--- config.mk ---
export PLATFORM = sky130hd
export DESIGN_NAME = core_seq_v2
export DESIGN_NICKNAME = d
export VERILOG_FILES = /design/src/rtl/core_seq_v2.sv
export SDC_FILE = /design/constraint.sdc
export NUM_CORES = 1
export LEC_CHECK = 0
export BUFFER_PORTS_ARGS = -buffer_cell sky130_fd_sc_hd__buf_4
export CAP_MARGIN = 20
export CORE_ASPECT_RATIO = 1.25
export CORE_MARGIN = 5
export CORE_UTILIZATION = 45
export CTS_CLUSTER_DIAMETER = 40
export CTS_CLUSTER_SIZE = 40
export DETAILED_ROUTE_END_ITERATION = 6
export SLEW_MARGIN = 10
export SYNTH_ARGS = -nofsm -noshare
export SYNTH_HDL_FRONTEND = slang
export SYNTH_SLANG_ARGS = --single-unit
export TNS_END_PERCENT = 10
--- constraint.sdc ---
create_clock -name clk -period 5.94 [get_ports clk]
set_input_delay 0.297 -clock clk [delete_from_list [all_inputs] [get_ports clk]]
set_output_delay 0.297 -clock clk [all_outputs]
set_load 0.01 [all_outputs]
--- src/rtl/core_seq_v2.sv ---
// core_seq_v2: multi-cycle fetch/decode/execute core with an 8-entry register
// file, Z/S/C/O flags, a small ALU and a request/response data-memory port.
// Started by interrupt_start from SLEEP; HALT returns to SLEEP and pulses
// interrupt_finish.
// Optional feature macro: CORE_SEQ_V2_MUL_EN. When defined, opcode 6 is a
// multiply. When undefined, opcode 6 behaves as a NOP and no multiplier exists.
module core_seq_v2 #(
  parameter int unsigned WIDTH      = 32,
  parameter int unsigned CORE_IDX_W = 2,
  parameter logic [63:0] START_ADDR = 64'd0
) (
  input  logic                  clk,
  input  logic                  rst_n,
  input  logic                  interrupt_start,
  output logic                  interrupt_finish,
  output logic                  busy,
  input  logic [CORE_IDX_W-1:0] core_index,
  output logic [WIDTH-1:0]      instr_addr,
  input  logic [15:0]           instruction,
  output logic                  request,
  input  logic                  response,
  output logic                  wren,
  output logic [WIDTH-1:0]      address,
  output logic [WIDTH-1:0]      writedata,
  input  logic [WIDTH-1:0]      readdata
);

  typedef enum logic [2:0] {
    ST_SLEEP, ST_FETCH, ST_DECODE, ST_EXEC, ST_MEM_WAIT
  } state_e;

  typedef enum logic [3:0] {
    OP_NOP = 4'h0, OP_ADD, OP_SUB, OP_AND, OP_OR, OP_XOR, OP_MUL, OP_CMP,
    OP_LDI, OP_SHLI, OP_MOV, OP_LD, OP_ST, OP_JMP, OP_CID, OP_HALT
  } op_e;

  localparam logic [WIDTH-1:0] START_IP = START_ADDR[WIDTH-1:0];
  localparam logic [WIDTH-1:0] IP_ONE   = {{(WIDTH-1){1'b0}}, 1'b1};

  state_e           state_q, state_d;
  logic [WIDTH-1:0] ip_q, ip_d;
  op_e              op_q, op_d;
  logic [2:0]       rd_q, rd_d, rs_q, rs_d;
  logic [8:0]       imm_q, imm_d;
  logic             z_q, z_d, s_q, s_d, c_q, c_d, o_q, o_d;
  logic             request_q, request_d, wren_q, wren_d, finish_q, finish_d;
  logic [WIDTH-1:0] address_q, address_d, writedata_q, writedata_d;

  logic [WIDTH-1:0] rf_q [8];
  logic             rf_we;
  logic [2:0]       rf_waddr;
  logic [WIDTH-1:0] rf_wdata;

  logic [WIDTH-1:0] rd_val, rs_val;
  logic [WIDTH:0]   sum, diff, shl_full;
  logic [WIDTH-1:0] alu_res;
  logic             alu_c, alu_o, alu_upd, cond_true;

  // The overflow flag has no consumer yet (no overflow jump condition).
  logic unused_o_flag;
  assign unused_o_flag = o_q;

  assign rd_val   = rf_q[rd_q];
  assign rs_val   = rf_q[rs_q];
  assign sum      = {1'b0, rd_val} + {1'b0, rs_val};
  assign diff     = {1'b0, rd_val} - {1'b0, rs_val};
  // Extra top bit catches the last bit shifted out; a shift of 0 leaves it 0.
  assign shl_full = {1'b0, rd_val} << imm_q[3:0];

`ifdef CORE_SEQ_V2_MUL_EN
  logic [2*WIDTH-1:0] prod;
  assign prod = {{WIDTH{1'b0}}, rd_val} * {{WIDTH{1'b0}}, rs_val};
`endif

  assign busy             = (state_q != ST_SLEEP);
  assign instr_addr       = ip_q;
  assign interrupt_finish = finish_q;
  assign request          = request_q;
  assign wren             = wren_q;
  assign address          = address_q;
  assign writedata        = writedata_q;

  // ALU result and flag sources for the register-register ops.
  always_comb begin
    alu_res = '0;
    alu_c   = 1'b0;
    alu_o   = 1'b0;
    alu_upd = 1'b0;
    case (op_q)
      OP_ADD: begin
        {alu_c, alu_res} = sum;
        alu_o   = (rd_val[WIDTH-1] == rs_val[WIDTH-1]) && (sum[WIDTH-1] != rd_val[WIDTH-1]);
        alu_upd = 1'b1;
      end
      OP_SUB, OP_CMP: begin
        {alu_c, alu_res} = diff;
        alu_o   = (rd_val[WIDTH-1] != rs_val[WIDTH-1]) && (diff[WIDTH-1] != rd_val[WIDTH-1]);
        alu_upd = 1'b1;
      end
      OP_AND: begin
        alu_res = rd_val & rs_val;
        alu_upd = 1'b1;
      end
      OP_OR: begin
        alu_res = rd_val | rs_val;
        alu_upd = 1'b1;
      end
      OP_XOR: begin
        alu_res = rd_val ^ rs_val;
        alu_upd = 1'b1;
      end
`ifdef CORE_SEQ_V2_MUL_EN
      OP_MUL: begin
        alu_res = prod[WIDTH-1:0];
        alu_c   = |prod[2*WIDTH-1:WIDTH];
        alu_o   = |prod[2*WIDTH-1:WIDTH];
        alu_upd = 1'b1;
      end
`endif
      default: ;
    endcase
  end

  // Jump condition selected by the rs field.
  always_comb begin
    case (rs_q)
      3'd0:    cond_true = 1'b1;
      3'd1:    cond_true = z_q;
      3'd2:    cond_true = !z_q;
      3'd3:    cond_true = c_q;
      3'd4:    cond_true = !c_q;
      3'd5:    cond_true = s_q;
      3'd6:    cond_true = !s_q;
      default: cond_true = 1'b0;
    endcase
  end

  // Sequencer next-state, register-file write and memory-port control.
  always_comb begin
    state_d     = state_q;
    ip_d        = ip_q;
    op_d        = op_q;
    rd_d        = rd_q;
    rs_d        = rs_q;
    imm_d       = imm_q;
    z_d         = z_q;
    s_d         = s_q;
    c_d         = c_q;
    o_d         = o_q;
    request_d   = request_q;
    wren_d      = wren_q;
    address_d   = address_q;
    writedata_d = writedata_q;
    finish_d    = 1'b0;
    rf_we       = 1'b0;
    rf_waddr    = rd_q;
    rf_wdata    = '0;

    case (state_q)
      ST_SLEEP: begin
        if (interrupt_start) begin
          ip_d    = START_IP;
          state_d = ST_FETCH;
        end
      end
      ST_FETCH: state_d = ST_DECODE;
      ST_DECODE: begin
        op_d    = op_e'(instruction[15:12]);
        rd_d    = instruction[11:9];
        rs_d    = instruction[8:6];
        imm_d   = instruction[8:0];
        state_d = ST_EXEC;
      end
      ST_EXEC: begin
        ip_d    = ip_q + IP_ONE;
        state_d = ST_FETCH;
        case (op_q)
          OP_LDI: begin
            rf_we    = 1'b1;
            rf_wdata = {{(WIDTH-9){imm_q[8]}}, imm_q};
          end
          OP_SHLI: begin
            rf_we    = 1'b1;
            rf_wdata = shl_full[WIDTH-1:0];
            z_d      = (shl_full[WIDTH-1:0] == '0);
            s_d      = shl_full[WIDTH-1];
            c_d      = shl_full[WIDTH];
          end
          OP_MOV: begin
            rf_we    = 1'b1;
            rf_wdata = rs_val;
          end
          OP_CID: begin
            rf_we    = 1'b1;
            rf_wdata = {{(WIDTH-CORE_IDX_W){1'b0}}, core_index};
          end
          OP_LD, OP_ST: begin
            // ip advances only once the memory transfer completes.
            ip_d      = ip_q;
            state_d   = ST_MEM_WAIT;
            request_d = 1'b1;
            address_d = rs_val;
            wren_d    = (op_q == OP_ST);
            if (op_q == OP_ST) writedata_d = rd_val;
          end
          OP_JMP: begin
            if (cond_true) ip_d = rd_val;
          end
          OP_HALT: begin
            ip_d     = ip_q;
            finish_d = 1'b1;
            state_d  = ST_SLEEP;
          end
          default: begin
            if (alu_upd) begin
              rf_we    = (op_q != OP_CMP);
              rf_wdata = alu_res;
              z_d      = (alu_res == '0);
              s_d      = alu_res[WIDTH-1];
              c_d      = alu_c;
              o_d      = alu_o;
            end
          end
        endcase
      end
      ST_MEM_WAIT: begin
        if (response) begin
          request_d = 1'b0;
          ip_d      = ip_q + IP_ONE;
          state_d   = ST_FETCH;
          if (!wren_q) begin
            rf_we    = 1'b1;
            rf_wdata = readdata;
          end
        end
      end
      default: state_d = ST_SLEEP;
    endcase
  end

  // Control, flag and memory-port registers.
  always_ff @(posedge clk or negedge rst_n) begin
    if (!rst_n) begin
      state_q     <= ST_SLEEP;
      ip_q        <= START_IP;
      op_q        <= OP_NOP;
      rd_q        <= '0;
      rs_q        <= '0;
      imm_q       <= '0;
      z_q         <= 1'b0;
      s_q         <= 1'b0;
      c_q         <= 1'b0;
      o_q         <= 1'b0;
      request_q   <= 1'b0;
      wren_q      <= 1'b0;
      address_q   <= '0;
      writedata_q <= '0;
      finish_q    <= 1'b0;
    end else begin
      state_q     <= state_d;
      ip_q        <= ip_d;
      op_q        <= op_d;
      rd_q        <= rd_d;
      rs_q        <= rs_d;
      imm_q       <= imm_d;
      z_q         <= z_d;
      s_q         <= s_d;
      c_q         <= c_d;
      o_q         <= o_d;
      request_q   <= request_d;
      wren_q      <= wren_d;
      address_q   <= address_d;
      writedata_q <= writedata_d;
      finish_q    <= finish_d;
    end
  end

  // Register file: at most one write per instruction.
  always_ff @(posedge clk or negedge rst_n) begin
    if (!rst_n) begin
      for (int i = 0; i < 8; i++) rf_q[i] <= '0;
    end else if (rf_we) begin
      rf_q[rf_waddr] <= rf_wdata;
    end
  end

endmodule
==> flow_summary.yaml, run 1 <==
global_route:
  grt_pass1_vias: 26100
  gr-usage-met2_pct: 53.6
  use_met1_pct: 42.9
  grt-busiest-layer: "met2"
  met3_usage_pct: 4.95
  antenna_found_initial: 3
  grt_max_degree: 104
  grt_overflow: 0
  grt_pass1_wl_um: 162000
  track_usage_pct: 32.7
synth:
  yosysSeqAreaShare_pct: 35.5
  synth_edf_count: 0
  async_reset_ff_share_pct: 100
  syn_inst: 3026
  syn_area_per_cell_um2: 8.77
  yosysWarningCount: 0
  synth_top_flop_cell: "dfrtp_1"
  ys_types: 101
  synth-seq-cells: 377
  synth_area_um2: 26500
  syn_nets: 3185
cts:
  numCtsBuffers: 55
  insertion_delay_ns: 0.63
  cts_tree: "yes"
  cts_root_buf: "clkbuf_16"
  clock_path_buffers: 3
  htreeDepth: 2
  clkSlewWorstSetupHoldPaths_ns: 0.06
  cts.sinks: 377
die:
  dieArea_um2: 64000
  start_util_pct: 45.4
  fp.dieW_um: 227
  num_rows: 99
  core_um2: 58500
  boundaryPins: 154
  die_h_um: 282
worst_setup_path:
  cp-end-kind: "flip-flop"
  crit_top_cell: "buf_4"
  required_ns: 6.45
  crit_buf_inv: 5
  path_cells: "buf_4, nor2b_1, buf_4, a22o_1, a211o_1, buf_4, ha_1, buf_4, a21oi_1, o21bai_1, or2_1, nand3_1, o311ai_0, nor4_1, nand4_1, nor4_2, buf_4, nand4_1, or4_1, o41ai_2"
  worstSetupStartpointType: "flip-flop"
  path_class: "flip-flop to flip-flop"
  path_max_fanout: 10
  arrival_ns: 6.39
  slowest_delay_ns: 0.57
  slowest_stage: "dfrtp_4"
  critical-path-top-delay-family: "simple AND/OR/NAND/NOR gates"
timing:
  finalSetupTns_ns: 0
  finalSetupViolations: 0
  fin_worst_skew_ns: 0.0180
  max_freq_mhz: 170
  final_max_slew_viol_count: 0
  fin_crit_ns: 5.88
  slew_headroom_pct: 17.3
  worst_pin_slew_ns: 1.22
  hold_viol: 0
  post-route-period-util_pct: 99.0
  rsz0062_at_grt: "false"
place:
  port_buffers: 153
  globalplace.congestion: 1.04
  hpwlAfterDp_um: 78800
  postPlaceCellArea_um2: 29500
finish:
  syn_to_final_growth_pct: 19.3
  fin_area_um2: 31700
  nNetsFinal: 3403
  drive_gt1_share_pct: 20.9
  final_common_cell: "dfrtp_1"
  final_cell_mix: "dfrtp_1, buf_4, nor2_1"
  antennaDiodeCount: 0
detailed_routing:
  drc: 0
  antenna_left: 0
  wire_per_inst_um: 26.4
  vias: 26200
  via_per_inst: 6.47
  drt-initial-drc-count: 2636
  first_pass_iters: 6
  drt_wl_total_um: 107000
run_status:
  status: "finished clean"
worst_hold_path:
  hold_path_class: "input pin to flip-flop"
flow_run:
  drv_cap: 0
[Yosys cell counts, types with 10 or more instances]
master	count	area, um^2
a31oi_1	25	156
o21ai_1	31	155
a22o_1	18	158
and2_1	13	81.3
a21o_1	19	143
inv_1	106	398
a21oi_1	309	1550
o22ai_1	31	194
a211oi_1	25	188
a221oi_1	31	272
mux2_2	40	450
nor4_1	22	138
o211a_1	14	140
or3_1	15	93.8
nor3_1	40	200
o21ai_0	286	1430
nor2b_1	24	150
o211ai_1	16	120
and3_1	23	144
buf_1	21	78.8
nand3_1	42	210
buf_2	30	150
nand2b_1	23	144
inv_2	11	41.3
mux4_2	80	1800
dfrtp_1	377	9430
nand2_1	302	1130
buf_4	12	90.1
clkbuf_1	159	597
a22oi_1	29	218
a211o_1	15	131
o221ai_1	29	254
nor2_1	315	1180
ha_1	103	1290
mux2i_1	133	1330
nand4_1	19	119
o21a_1	11	82.6
o31ai_1	13	97.6
o22a_1	10	87.6
[cell type report]
cell class                      instances  area [um^2]
Tap cell                              757          947
Multi-Input combinational cell       2301        15800
Timing Repair Buffer                  392         3090
Inverter                              117          439
Sequential cell                       377         9450
Clock inverter                         40          467
Fill cell                            5402        26800
Clock buffer                           62         1440
[state kept, by name, summed over array words and instances (netlist names)]
signal            flops
rf_q                256
address              32
instr_addr           32
writedata            32
imm_q                 6
op_q                  4
rd_q                  3
rs_q                  3
state_q               3
c_q                   1
interrupt_finish      1
request               1
s_q                   1
wren                  1
z_q                   1
[per-layer routing]
metal  up-vias  share of wire [%]
li1      11600                  -
met1     12900                 39
met2      1378                 48
met3       304                8.2
met4         2                5.2
met5         -              0.016
[through the flow]
| stage | worst slack (ns) | std cells | hold slack (ns) | util [%] |
|---|---|---|---|---|
| after floorplan | 0.705 | 3026 | 0.00141 | - |
| after global placement | 0.0792 | 3926 | 0.399 | 50.4 |
| after detailed placement | 0.0809 | 3926 | 0.416 | 50.4 |
| after CTS | 0.0685 | 4044 | 0.00954 | 54.0 |
| after global routing | 0.00327 | 4046 | 0.0359 | 54.2 |
| final | 0.0597 | 4046 | 0.0247 | 54.2 |
[kinds of logic (layout without fill, tap and decap cells)]
group	after synthesis	count (layout)	synth area share, %
AO/OA/AOI/OAI	1040	1040	24.9
XOR/XNOR	3	3	0.0990
adder cells (fa/ha/maj)	105	105	5.01
buffers and inverters	348	611	5.49
flip-flops	377	377	35.5
multiplexers	256	256	13.6
AND/OR/NAND/NOR	897	897	15.4
[path summary, 6_finish.rpt]
kind | startpoint | endpoint | slack, ns | cells past startpoint
min in group asynchronous | rst_n | writedata[10] | 0.27 | 2
setup / recovery | rd_q[2] | z_q | 0.06 | 20
hold / removal | readdata[26] | rf_q[186] | 0.02 | 3
hold reg to reg | writedata[19] | writedata[19] | 0.48 | 2
max in group asynchronous | rst_n | rs_q[0] | 4.28 | 3
setup reg to reg | rd_q[2] | z_q | 0.06 | 20
[worst reg2reg max path: cells and delay by family (launching register included)]
kind	cells	cell delay, ns
and+or+nand+nor	8	2.23
AOI/OAI and AO/OA	6	1.72
buffers and inverters	5	0.99
DFF	1	0.57
adders and majority gates	1	0.25
[timing repair]
item | 4_1_cts | 5_1_grt
endpoints found under the hold margin | 114 | 0
hold buffers | 16 | 0
endpoints found under the setup margin | 1 | 18
buffers inserted | 0 | 0
gates resized for setup | 1 | 16
Power of run 1 is not shown: default switching activity piles up to over one toggle a cycle in this logic, so the estimate is an artifact.
==> run 2: changes to the inputs <==
- CELL_PAD_IN_SITES_DETAIL_PLACEMENT: not set -> 0
- CELL_PAD_IN_SITES_GLOBAL_PLACEMENT: not set -> 2
- CORE_UTILIZATION: 45 -> 39
- PLACE_DENSITY_LB_ADDON: not set -> 0.1
==> run 2 against run 1 <==
Net effect:
- critical path type unchanged
- worst hold slack better by 0.050 ns
- first-iteration DRC count down 11%
- via count shrank 0.61%
- critical path depth rose by 1
- highest routed layer is now met4
==> flow_summary.yaml, run 2 (synthesis gave the netlist of run 1 again) <==
run_status:
  status: "finished clean"
global_route:
  grt_pass1_wl_um: 176000
  antenna_found_initial: 0
  grt_overflow: 0
  grt_pass1_vias: 25500
  track_usage_pct: 31.8
  grt_max_degree: 177
detailed_routing:
  drc: 0
  first_pass_iters: 6
  via_per_inst: 6.20
  drt-initial-drc-count: 2350
  vias: 26000
  drt_wl_total_um: 120000
  wire_per_inst_um: 28.5
  antenna_left: 0
cts:
  cts.sinks: 377
  clock_path_buffers: 3
  cts_root_buf: "clkbuf_16"
  insertion_delay_ns: 0.62
  numCtsBuffers: 67
  cts_tree: "yes"
  htreeDepth: 3
  clkSlewWorstSetupHoldPaths_ns: 0.05
worst_setup_path:
  crit_buf_inv: 7
  slowest_stage: "dfrtp_4"
  critical-path-top-delay-family: "compound AO/OA/AOI/OAI gates"
  worstSetupStartpointType: "flip-flop"
  slowest_delay_ns: 0.59
  path_class: "flip-flop to flip-flop"
  path_cells: "buf_4, or2_1, buf_4, o22a_1, o211ai_1, buf_4, inv_1, ha_1, nor4_1, a21boi_1, nor3_2, a2111oi_2, nor2_1, buf_4, o221ai_1, nor4_1, nor4_1, buf_4, a2bb2oi_2, buf_4, o21ai_1"
  cp-end-kind: "flip-flop"
  required_ns: 6.40
  arrival_ns: 6.14
  crit_top_cell: "buf_4"
  path_max_fanout: 16
die:
  fp.dieW_um: 243
  core_um2: 67900
  start_util_pct: 39.1
  die_h_um: 302
  dieArea_um2: 73400
  num_rows: 107
  boundaryPins: 154
finish:
  nFillCells: 6629
  syn_to_final_growth_pct: 21.8
  regMostFlops: "rf_q"
  nNetsFinal: 3429
  drive_gt1_share_pct: 21.6
  largest_reg_flops: 256
  antennaDiodeCount: 0
  final_cell_mix: "buf_4, dfrtp_1, nor2_1"
  final_common_cell: "buf_4"
timing:
  finalWorstSetupSlack_ns: 0.259
  hold_viol: 0
  fin_crit_ns: 5.68
  finalSetupTns_ns: 0
  max_freq_mhz: 176
  final_max_slew_viol_count: 0
  rsz0062_at_grt: "false"
  fin_worst_skew_ns: 0.0291
  finalSetupViolations: 0
  post-route-period-util_pct: 95.6
  slew_headroom_pct: 26.6
  worst_pin_slew_ns: 1.10
place:
  port_buffers: 153
  pre_cts_slack_ns: 0.0281
  globalplace.congestion: 0.956
  hpwlAfterDp_um: 89300
flow_run:
  drv_cap: 0
worst_hold_path:
  hold_path_class: "input pin to flip-flop"
## run 2: changes by cell type in the layout (fill, tap and decap cells not counted), moves of 4 or more
cell | before | now
clkbuf_16 | 56 | 69
clkbuf_8 | 2 | 10
clkinv_4 | 7 | 3
buf_4 | 365 | 378
## run 2: cell type report
| class | instances | area [um^2] | share of cell area, % |
|---|---|---|---|
| sequential | 377 | 9450 | 29.2 |
| clock inverter | 38 | 464 | 1.43 |
| inverter | 117 | 439 | 1.36 |
| clock buffer | 83 | 1880 | 5.81 |
| multi-input combinational | 2301 | 15800 | 48.9 |
| tap | 872 | 1090 | 3.37 |
| timing repair buffer | 406 | 3200 | 9.89 |
## run 2: path summary, 6_finish.rpt
kind / end / cells after the start / slack (ns) / from
min in group asynchronous: rf_q[39] / 2 / 0.30 / rst_n
max in group asynchronous: writedata[22] / 3 / 4.14 / rst_n
setup / recovery: rf_q[125] / 21 / 0.26 / rd_q[1]
hold / removal: op_q[0] / 3 / 0.07 / instruction[12]
hold reg to reg: writedata[13] / 2 / 0.48 / writedata[13]
setup reg to reg: rf_q[125] / 21 / 0.26 / rd_q[1]
## run 2: what timing repair did
item | in CTS | in global routing
setup buffers | 1 | 2
hold buffers | 17 | 0
gates cloned | 0 | 0
resized for setup | 0 | 9
setup endpoints to repair | 1 | 17
hold endpoints to repair | 108 | 0
## run 2: layer usage
metal  track usage (%)  part of all wire (%)  vias to the layer above
met5                 0                     0                        -
met2              52.9                    48                     1087
li1                  -                     -                    11700
met4              13.7                   4.7                        0
met1              41.9                    42                    13000
met3              4.02                   5.9                      258
## run 2: worst min-delay path, stage by stage
cell	delay, ns
buf_4	0.08
nand2_1	0.14
o21ai_0	0.11
## run 2: stage by stage
stage | utilization (%) | cells | instance area (um^2) | hold WS (ns)
2_1_floorplan | - | 3026 | 26500 | 0.00141
4_1_cts | 47.6 | 4192 | 32300 | 0.0324
6_report | 47.7 | 4194 | 32300 | 0.0747
3_3_place_gp | 43.8 | 4051 | 29800 | 0.369
3_5_place_dp | 43.9 | 4053 | 29800 | 0.371
5_1_grt | 47.7 | 4194 | 32300 | 0.0694
Power of run 2 is left out for the same reason.
